**config.mk**
```make
export PLATFORM = sky130hd
export DESIGN_NAME = noc_output_arbiter
export DESIGN_NICKNAME = d
export VERILOG_FILES = /design/src/rtl/noc_arb_pkg.sv /design/src/rtl/noc_rr_pick.sv /design/src/rtl/noc_output_arbiter.sv
export SDC_FILE = /design/constraint.sdc
export NUM_CORES = 1
export LEC_CHECK = 0
export CAP_MARGIN = 20
export CORE_MARGIN = 2
export CORE_UTILIZATION = 50
export CTS_BUF_LIST = sky130_fd_sc_hd__clkbuf_4
export CTS_CLUSTER_DIAMETER = 150
export CTS_CLUSTER_SIZE = 10
export DETAILED_ROUTE_END_ITERATION = 10
export PLACE_DENSITY_LB_ADDON = 0.2
export SYNTH_ARGS = -nofsm -noshare
export SYNTH_HDL_FRONTEND = slang
export SYNTH_HIERARCHICAL = 1
export SYNTH_SLANG_ARGS = --single-unit
export TNS_END_PERCENT = 100
```
**constraint.sdc**
```tcl
create_clock -name clk -period 5.1 [get_ports clk]
set_input_delay 0.765 -clock clk [delete_from_list [all_inputs] [get_ports clk]]
set_output_delay 0.765 -clock clk [all_outputs]
set_load 0.01 [all_outputs]
```
**src/rtl/noc_arb_pkg.sv**
```systemverilog
// rtl/noc_arb_pkg.sv - shared types and helpers for the NoC output arbiters
//
// Purpose : FSM state encoding and modular round-robin pointer advance,
//           shared by noc_output_arbiter and other router arbiters.
// Ports   : none (package).

package noc_arb_pkg;

  typedef enum logic {
    ARB_IDLE,
    ARB_LOCKED
  } arb_state_e;

  // Advance a round-robin index by one, wrapping from n-1 back to 0.
  function automatic int unsigned rr_next(input int unsigned idx, input int unsigned n);
    return (idx + 1 >= n) ? 0 : idx + 1;
  endfunction

endpackage

```
**src/rtl/noc_rr_pick.sv**
```systemverilog
// rtl/noc_rr_pick.sv - combinational masked round-robin picker
//
// Purpose : picks the first set bit of mask, searching upward from ptr and
//           wrapping from N-1 to 0. Purely combinational.
// Ports   :
//   mask  in  N      candidate requests
//   ptr   in  IDX_W  highest-priority index for this pick (must be < N)
//   pick  out N      one-hot winner, all zero when mask is zero
//   idx   out IDX_W  index of the winner (0 when no winner)
//   valid out 1      a winner exists

module noc_rr_pick
  import noc_arb_pkg::*;
#(
  parameter int N     = 5,
  parameter int IDX_W = $clog2(N)
) (
  input  logic [N-1:0]     mask,
  input  logic [IDX_W-1:0] ptr,
  output logic [N-1:0]     pick,
  output logic [IDX_W-1:0] idx,
  output logic             valid
);

  // One extra bit so ptr + offset cannot overflow before the wrap test.
  logic [IDX_W:0] w_pos [N];

  always_comb begin
    for (int k = 0; k < N; k++) begin
      w_pos[k] = {1'b0, ptr} + (IDX_W+1)'(k);
      if (w_pos[k] >= (IDX_W+1)'(N)) begin
        w_pos[k] = w_pos[k] - (IDX_W+1)'(N);
      end
    end
  end

  always_comb begin
    pick  = '0;
    idx   = '0;
    valid = 1'b0;
    for (int k = 0; k < N; k++) begin
      if (!valid && mask[w_pos[k][IDX_W-1:0]]) begin
        valid                     = 1'b1;
        pick[w_pos[k][IDX_W-1:0]] = 1'b1;
        idx                       = w_pos[k][IDX_W-1:0];
      end
    end
  end

endmodule

```
**src/rtl/noc_output_arbiter.sv**
```systemverilog
// rtl/noc_output_arbiter.sv - per-output wormhole arbiter and credit manager
//
// Purpose : round-robin selects one requesting input, holds it until its tail
//           flit is forwarded, and gates every flit on downstream credits.
// Build   : NOC_ARB_STALL_CNT_EN adds the stall_cycles output counting cycles
//           in which a grant is blocked only by an empty credit count.
// Ports   :
//   clk            in  1           NoC clock
//   rst_n          in  1           asynchronous active-low reset
//   req            in  NUM_INPUTS  head-of-queue flit routed to this output
//   req_is_tail    in  NUM_INPUTS  that head flit is a tail
//   disable_turns  in  NUM_INPUTS  input forbidden to use this output
//   grant          out NUM_INPUTS  one-hot, combinational dequeue strobe
//   sel_out        out IDX_W       registered crossbar select
//   send_out       out 1           registered flit-valid
//   credit_in      in  1           downstream freed one slot
//   credits        out CNT_W       current credit count
//   busy           out 1           a packet owns the output
//   credit_err     out 1           sticky credit overflow
//   stall_cycles   out 32          (NOC_ARB_STALL_CNT_EN only) credit stalls

module noc_output_arbiter
  import noc_arb_pkg::*;
#(
  parameter int NUM_INPUTS   = 5,
  parameter int CREDIT_COUNT = 8,
  parameter int IDX_W        = $clog2(NUM_INPUTS),
  parameter int CNT_W        = $clog2(CREDIT_COUNT+1)
) (
  input  logic                  clk,
  input  logic                  rst_n,
  input  logic [NUM_INPUTS-1:0] req,
  input  logic [NUM_INPUTS-1:0] req_is_tail,
  input  logic [NUM_INPUTS-1:0] disable_turns,
  output logic [NUM_INPUTS-1:0] grant,
  output logic [IDX_W-1:0]      sel_out,
  output logic                  send_out,
  input  logic                  credit_in,
  output logic [CNT_W-1:0]      credits,
  output logic                  busy,
  output logic                  credit_err
`ifdef NOC_ARB_STALL_CNT_EN
  ,
  output logic [31:0]           stall_cycles
`endif
);

  arb_state_e r_state, w_next_state;
  logic [IDX_W-1:0]      r_rr_ptr, w_next_rr;
  logic [IDX_W-1:0]      r_owner, w_next_owner;
  logic [CNT_W-1:0]      r_credits;
  logic [IDX_W-1:0]      r_sel_out;
  logic                  r_send_out;
  logic                  r_credit_err;

  logic [NUM_INPUTS-1:0] w_eligible;
  logic [NUM_INPUTS-1:0] w_pick;
  logic [IDX_W-1:0]      w_pick_idx;
  logic                  w_pick_valid;
  logic [NUM_INPUTS-1:0] w_owner_oh;
  logic [NUM_INPUTS-1:0] w_grant;
  logic [IDX_W-1:0]      w_grant_idx;
  logic                  w_has_credit;
  logic                  w_fire;
  logic                  w_blocked;

  assign w_eligible   = req & ~disable_turns;
  assign w_has_credit = (r_credits != '0);
  assign w_owner_oh   = NUM_INPUTS'(1) << r_owner;

  noc_rr_pick #(
    .N     (NUM_INPUTS),
    .IDX_W (IDX_W)
  ) u_rr_pick (
    .mask  (w_eligible),
    .ptr   (r_rr_ptr),
    .pick  (w_pick),
    .idx   (w_pick_idx),
    .valid (w_pick_valid)
  );

  // Next-state and grant decode. w_blocked marks cycles where the only thing
  // stopping a grant is the empty credit count.
  always_comb begin
    w_next_state = r_state;
    w_next_rr    = r_rr_ptr;
    w_next_owner = r_owner;
    w_grant      = '0;
    w_grant_idx  = r_owner;
    w_blocked    = 1'b0;
    case (r_state)
      ARB_IDLE: begin
        if (w_pick_valid) begin
          if (w_has_credit) begin
            w_grant     = w_pick;
            w_grant_idx = w_pick_idx;
            if (|(w_pick & req_is_tail)) begin
              w_next_rr = IDX_W'(rr_next(32'(w_pick_idx), NUM_INPUTS));
            end else begin
              w_next_state = ARB_LOCKED;
              w_next_owner = w_pick_idx;
            end
          end else begin
            w_blocked = 1'b1;
          end
        end
      end
      ARB_LOCKED: begin
        // The owner's disable_turns bit is deliberately ignored here: the
        // turn was legal when the head flit was granted.
        if (req[r_owner]) begin
          if (w_has_credit) begin
            w_grant = w_owner_oh;
            if (req_is_tail[r_owner]) begin
              w_next_state = ARB_IDLE;
              w_next_rr    = IDX_W'(rr_next(32'(r_owner), NUM_INPUTS));
            end
          end else begin
            w_blocked = 1'b1;
          end
        end
      end
      default: begin
        w_next_state = ARB_IDLE;
      end
    endcase
  end

  // Registers clear asynchronously but grant is combinational from req, so it
  // is gated explicitly to stay low while reset is held.
  assign grant  = rst_n ? w_grant : '0;
  assign w_fire = |grant;

  always_ff @(posedge clk or negedge rst_n) begin
    if (!rst_n) begin
      r_state  <= ARB_IDLE;
      r_rr_ptr <= '0;
      r_owner  <= '0;
    end else begin
      r_state  <= w_next_state;
      r_rr_ptr <= w_next_rr;
      r_owner  <= w_next_owner;
    end
  end

  // A return that coincides with a fire cancels out, so it can never
  // overflow even when the count is full.
  always_ff @(posedge clk or negedge rst_n) begin
    if (!rst_n) begin
      r_credits    <= CNT_W'(CREDIT_COUNT);
      r_credit_err <= 1'b0;
    end else begin
      case ({w_fire, credit_in})
        2'b10: r_credits <= r_credits - CNT_W'(1);
        2'b01: begin
          if (r_credits == CNT_W'(CREDIT_COUNT)) begin
            r_credit_err <= 1'b1;
          end else begin
            r_credits <= r_credits + CNT_W'(1);
          end
        end
        default: r_credits <= r_credits;
      endcase
    end
  end

  always_ff @(posedge clk or negedge rst_n) begin
    if (!rst_n) begin
      r_send_out <= 1'b0;
      r_sel_out  <= '0;
    end else begin
      r_send_out <= w_fire;
      if (w_fire) begin
        r_sel_out <= w_grant_idx;
      end
    end
  end

  assign sel_out    = r_sel_out;
  assign send_out   = r_send_out;
  assign credits    = r_credits;
  assign busy       = (r_state == ARB_LOCKED);
  assign credit_err = r_credit_err;

`ifdef NOC_ARB_STALL_CNT_EN
  logic [31:0] r_stall_cycles;

  always_ff @(posedge clk or negedge rst_n) begin
    if (!rst_n) begin
      r_stall_cycles <= '0;
    end else if (w_blocked && (r_stall_cycles != '1)) begin
      r_stall_cycles <= r_stall_cycles + 32'd1;
    end
  end

  assign stall_cycles = r_stall_cycles;
`else
  logic w_unused_blocked;
  assign w_unused_blocked = w_blocked;
`endif

endmodule
```
==> impl_metrics.py <==
metrics = {
    "run_status": {
        "status": "finished clean",
    },
    "timing": {
        "tightest_slew_ns": 0.7105,
        "tns_ns": 0,
        "slew_headroom": 0.5201,
        "period_minus_slack_ns": 5.012,
        "finalHoldViolCount": 0,
        "finalSetupViolations": 0,
        "slew_violations": 0,
        "skew_ns": 0.009307,
        "finalCritPeriodShare": 0.9827,
        "fmax_ghz": 0.1995,
    },
    "final_layout": {
        "nFillCells": 395,
        "multi_input_area_mm2": 0.002352,
        "nets": 459,
        "antenna_cells": 0,
        "final_layout_size_suffix_gt1_frac": 0.2881,
        "postLayoutCoreUtil": 0.7177,
        "ff_latch_area_um2": 405.4,
        "syn2layout_area_growth_pct": 37.11,
    },
    "critical_path": {
        "crit_arrival_ns": 5.23,
        "worstPathMaxFanout": 7,
        "required_ns": 5.32,
        "cp-start-kind": "flip-flop",
        "cp-end-kind": "flip-flop",
        "criticalPathCategory": "reg -> reg",
    },
    "clock_tree": {
        "cts_buffers": 3,
        "clkTransAtPathRegs_ns": 0.11,
        "cts_sinks": 16,
        "cts_tree": "built",
        "cts_root_buf": "clkbuf_4",
        "cts_buffer_depth": 2,
        "htree_levels": 1,
        "insertion_delay_ns": 0.29,
    },
    "floorplanning": {
        "dieArea_mm2": 0.006019,
        "rows": 26,
        "die_width_um": 77.59,
        "ios": 33,
        "initial_core_util": 0.5235,
        "core_region_area_mm2": 0.005172,
        "die_y_um": 77.59,
    },
    "synth": {
        "async_flop_share": 1.000,
        "dominantRegCellSynth": "dfrtp_1",
        "netlist.area_leader.share": 0.1386,
        "ys_seq_area_frac": 0.1483,
        "avgSynthCellArea_um2": 7.825,
        "synth-seq-cells": 16,
        "syn-num-nets": 384,
        "yosys.area.top_type": "dfrtp_1",
        "synth.area.top_cells": "dfrtp_1 14%, ha_1 8.3%, nand2_1 5.0%",
        "yosys_warnings": 6,
        "synth_cell_types": 79,
        "synth-edff-count": 0,
        "synthesis.area_mm2": 0.002708,
        "synthCells": 346,
    },
    "grt": {
        "gr-usage-all-layers": 0.2776,
        "grt_max_degree": 20,
        "grt_pass1_wl_um": 13660,
        "grt_remaining_overflow": 0,
        "antenna_found_initial": 0,
        "grt_pass1_vias": 2856,
    },
    "detailed_routing": {
        "vias_per_cell": 6.065,
        "drtIter0Drc": 196,
        "ant_nets": 0,
        "vias": 2972,
        "dr.pass1.iters": 5,
        "routed_wl_um": 8400,
        "drc": 0,
        "wl_per_cell_um": 17.14,
    },
    "placement": {
        "hpwl_um": 6502,
        "port_buffers": 32,
        "place_congestion": 0.9334,
    },
    "job": {
        "max_cap_viol_count": 0,
    },
    "min_path": {
        "hp-class": "reg -> reg",
    },
}
==> area by class of cell <==
class,count,area share
clock inverter,1,0.001011
inverter,27,0.02899
tap,70,0.02359
sequential,16,0.1092
multi-input combinational,290,0.6336
clock buffer,3,0.006067
timing repair buffer,83,0.1975
==> cell usage in the layout (no fill, tap or decap), types with 4 or more instances in the layout <==
cell             count
a211o_1              4
a211oi_1             8
a21o_1               6
a21oi_1             14
a31oi_1              7
and3_1               5
buf_4               45
buf_6                4
clkdlybuf4s50_1     32
dfrtp_1             12
ha_1                12
ha_4                 6
inv_1               21
inv_2                4
mux2_2               4
mux2i_1              8
nand2_1             35
nand2b_1            10
nand3_1              8
nor2_1              22
nor2b_1             10
nor3_1               5
o211ai_1             5
o21a_1               7
o21ai_0             12
o2bb2ai_1            4
o31ai_1              4
xnor2_1              5
==> flip-flops by register name, summed over array words and instances (netlist names) <==
signal	cells
busy	1
credit_err	1
credits	4
r_owner	3
r_rr_ptr	3
sel_out	3
send_out	1
==> metrics by stage <==
step           hold slack (ns)  cells  setup WS, ns  area (um^2)
4_1_cts                 0.5356    484      0.002880         3421
3_5_place_dp            0.5009    480      -0.07996         3377
2_1_floorplan           0.4694    346       0.02574         2716
6_report                0.5204    490       0.08802         3712
3_3_place_gp            0.4721    480       0.04991         3377
5_1_grt                 0.5581    490      -0.08634         3712
==> logic make-up after synthesis <==
logic type,synth area share
and+or+nand+nor,0.2546
AOI/OAI and AO/OA,0.3267
buffers and inverters,0.06885
adders and majority gates,0.09797
muxes,0.08087
DFF,0.1483
xor gates and xnor gates,0.02264
==> worst paths after layout <==
| check | from | end | slack (ns) | cells after the start |
|---|---|---|---|---|
| max in group asynchronous | rst_n | credits[3]$_DFFE_PN1P_ | 4.05 | 2 |
| min in group asynchronous | rst_n | send_out$_DFF_PN0_ | 0.79 | 2 |
| hold reg to reg | credit_err$_DFFE_PN0P_ | credit_err$_DFFE_PN0P_ | 0.52 | 1 |
| hold / removal | credit_err$_DFFE_PN0P_ | credit_err$_DFFE_PN0P_ | 0.52 | 1 |
| setup reg to reg | r_rr_ptr[0]$_DFFE_PN0P_ | credits[3]$_DFFE_PN1P_ | 0.09 | 21 |
| setup / recovery | r_rr_ptr[0]$_DFFE_PN0P_ | credits[3]$_DFFE_PN1P_ | 0.09 | 21 |
==> routing by layer <==
layer / vias to the layer above / track usage / part of all wire
li1: 1441 / - / -
met1: 1411 / 0.3591 / 0.44
met2: 104 / 0.4948 / 0.49
met3: 16 / 0.01977 / 0.053
met4: 0 / 0.07679 / 0.020
met5: - / 0 / 0
==> cells in the mapped netlist (7+ instances only) <==
master,n
a211oi_1,11
a21oi_1,16
a31oi_1,9
dfrtp_1,15
ha_1,18
inv_1,26
mux2i_1,11
nand2_1,36
nand2b_1,11
nand3_1,8
nor2_1,23
nor2b_1,12
o21a_1,7
o21ai_0,14
==> repair_timing <==
item	CTS	global route
hold buffers	0	0
setup endpoints to repair	2	7
pin swaps	0	19
buffers inserted	0	6
gates resized for setup	4	54
==> critical path, cell delays in order, from the launching register on <==
cell      delay (ns)
dfrtp_2         0.45
buf_8           0.15
ha_1            0.22
a211o_1         0.35
a21o_1          0.28
a211oi_2        0.28
o31ai_2         0.11
a211o_4         0.34
and3b_2         0.27
and3b_2         0.23
a31oi_2         0.05
or4_1           0.55
o21a_1          0.19
a211o_1         0.26
inv_2           0.07
nand2_2         0.08
ha_4            0.27
a21o_1          0.16
a21oi_2         0.17
nor2_1          0.06
mux2_4          0.27
mux2i_2         0.14
Power is left out: the tool's default activity adds up to more than one toggle a clock period on the data nets, which glitch-free logic cannot reach.
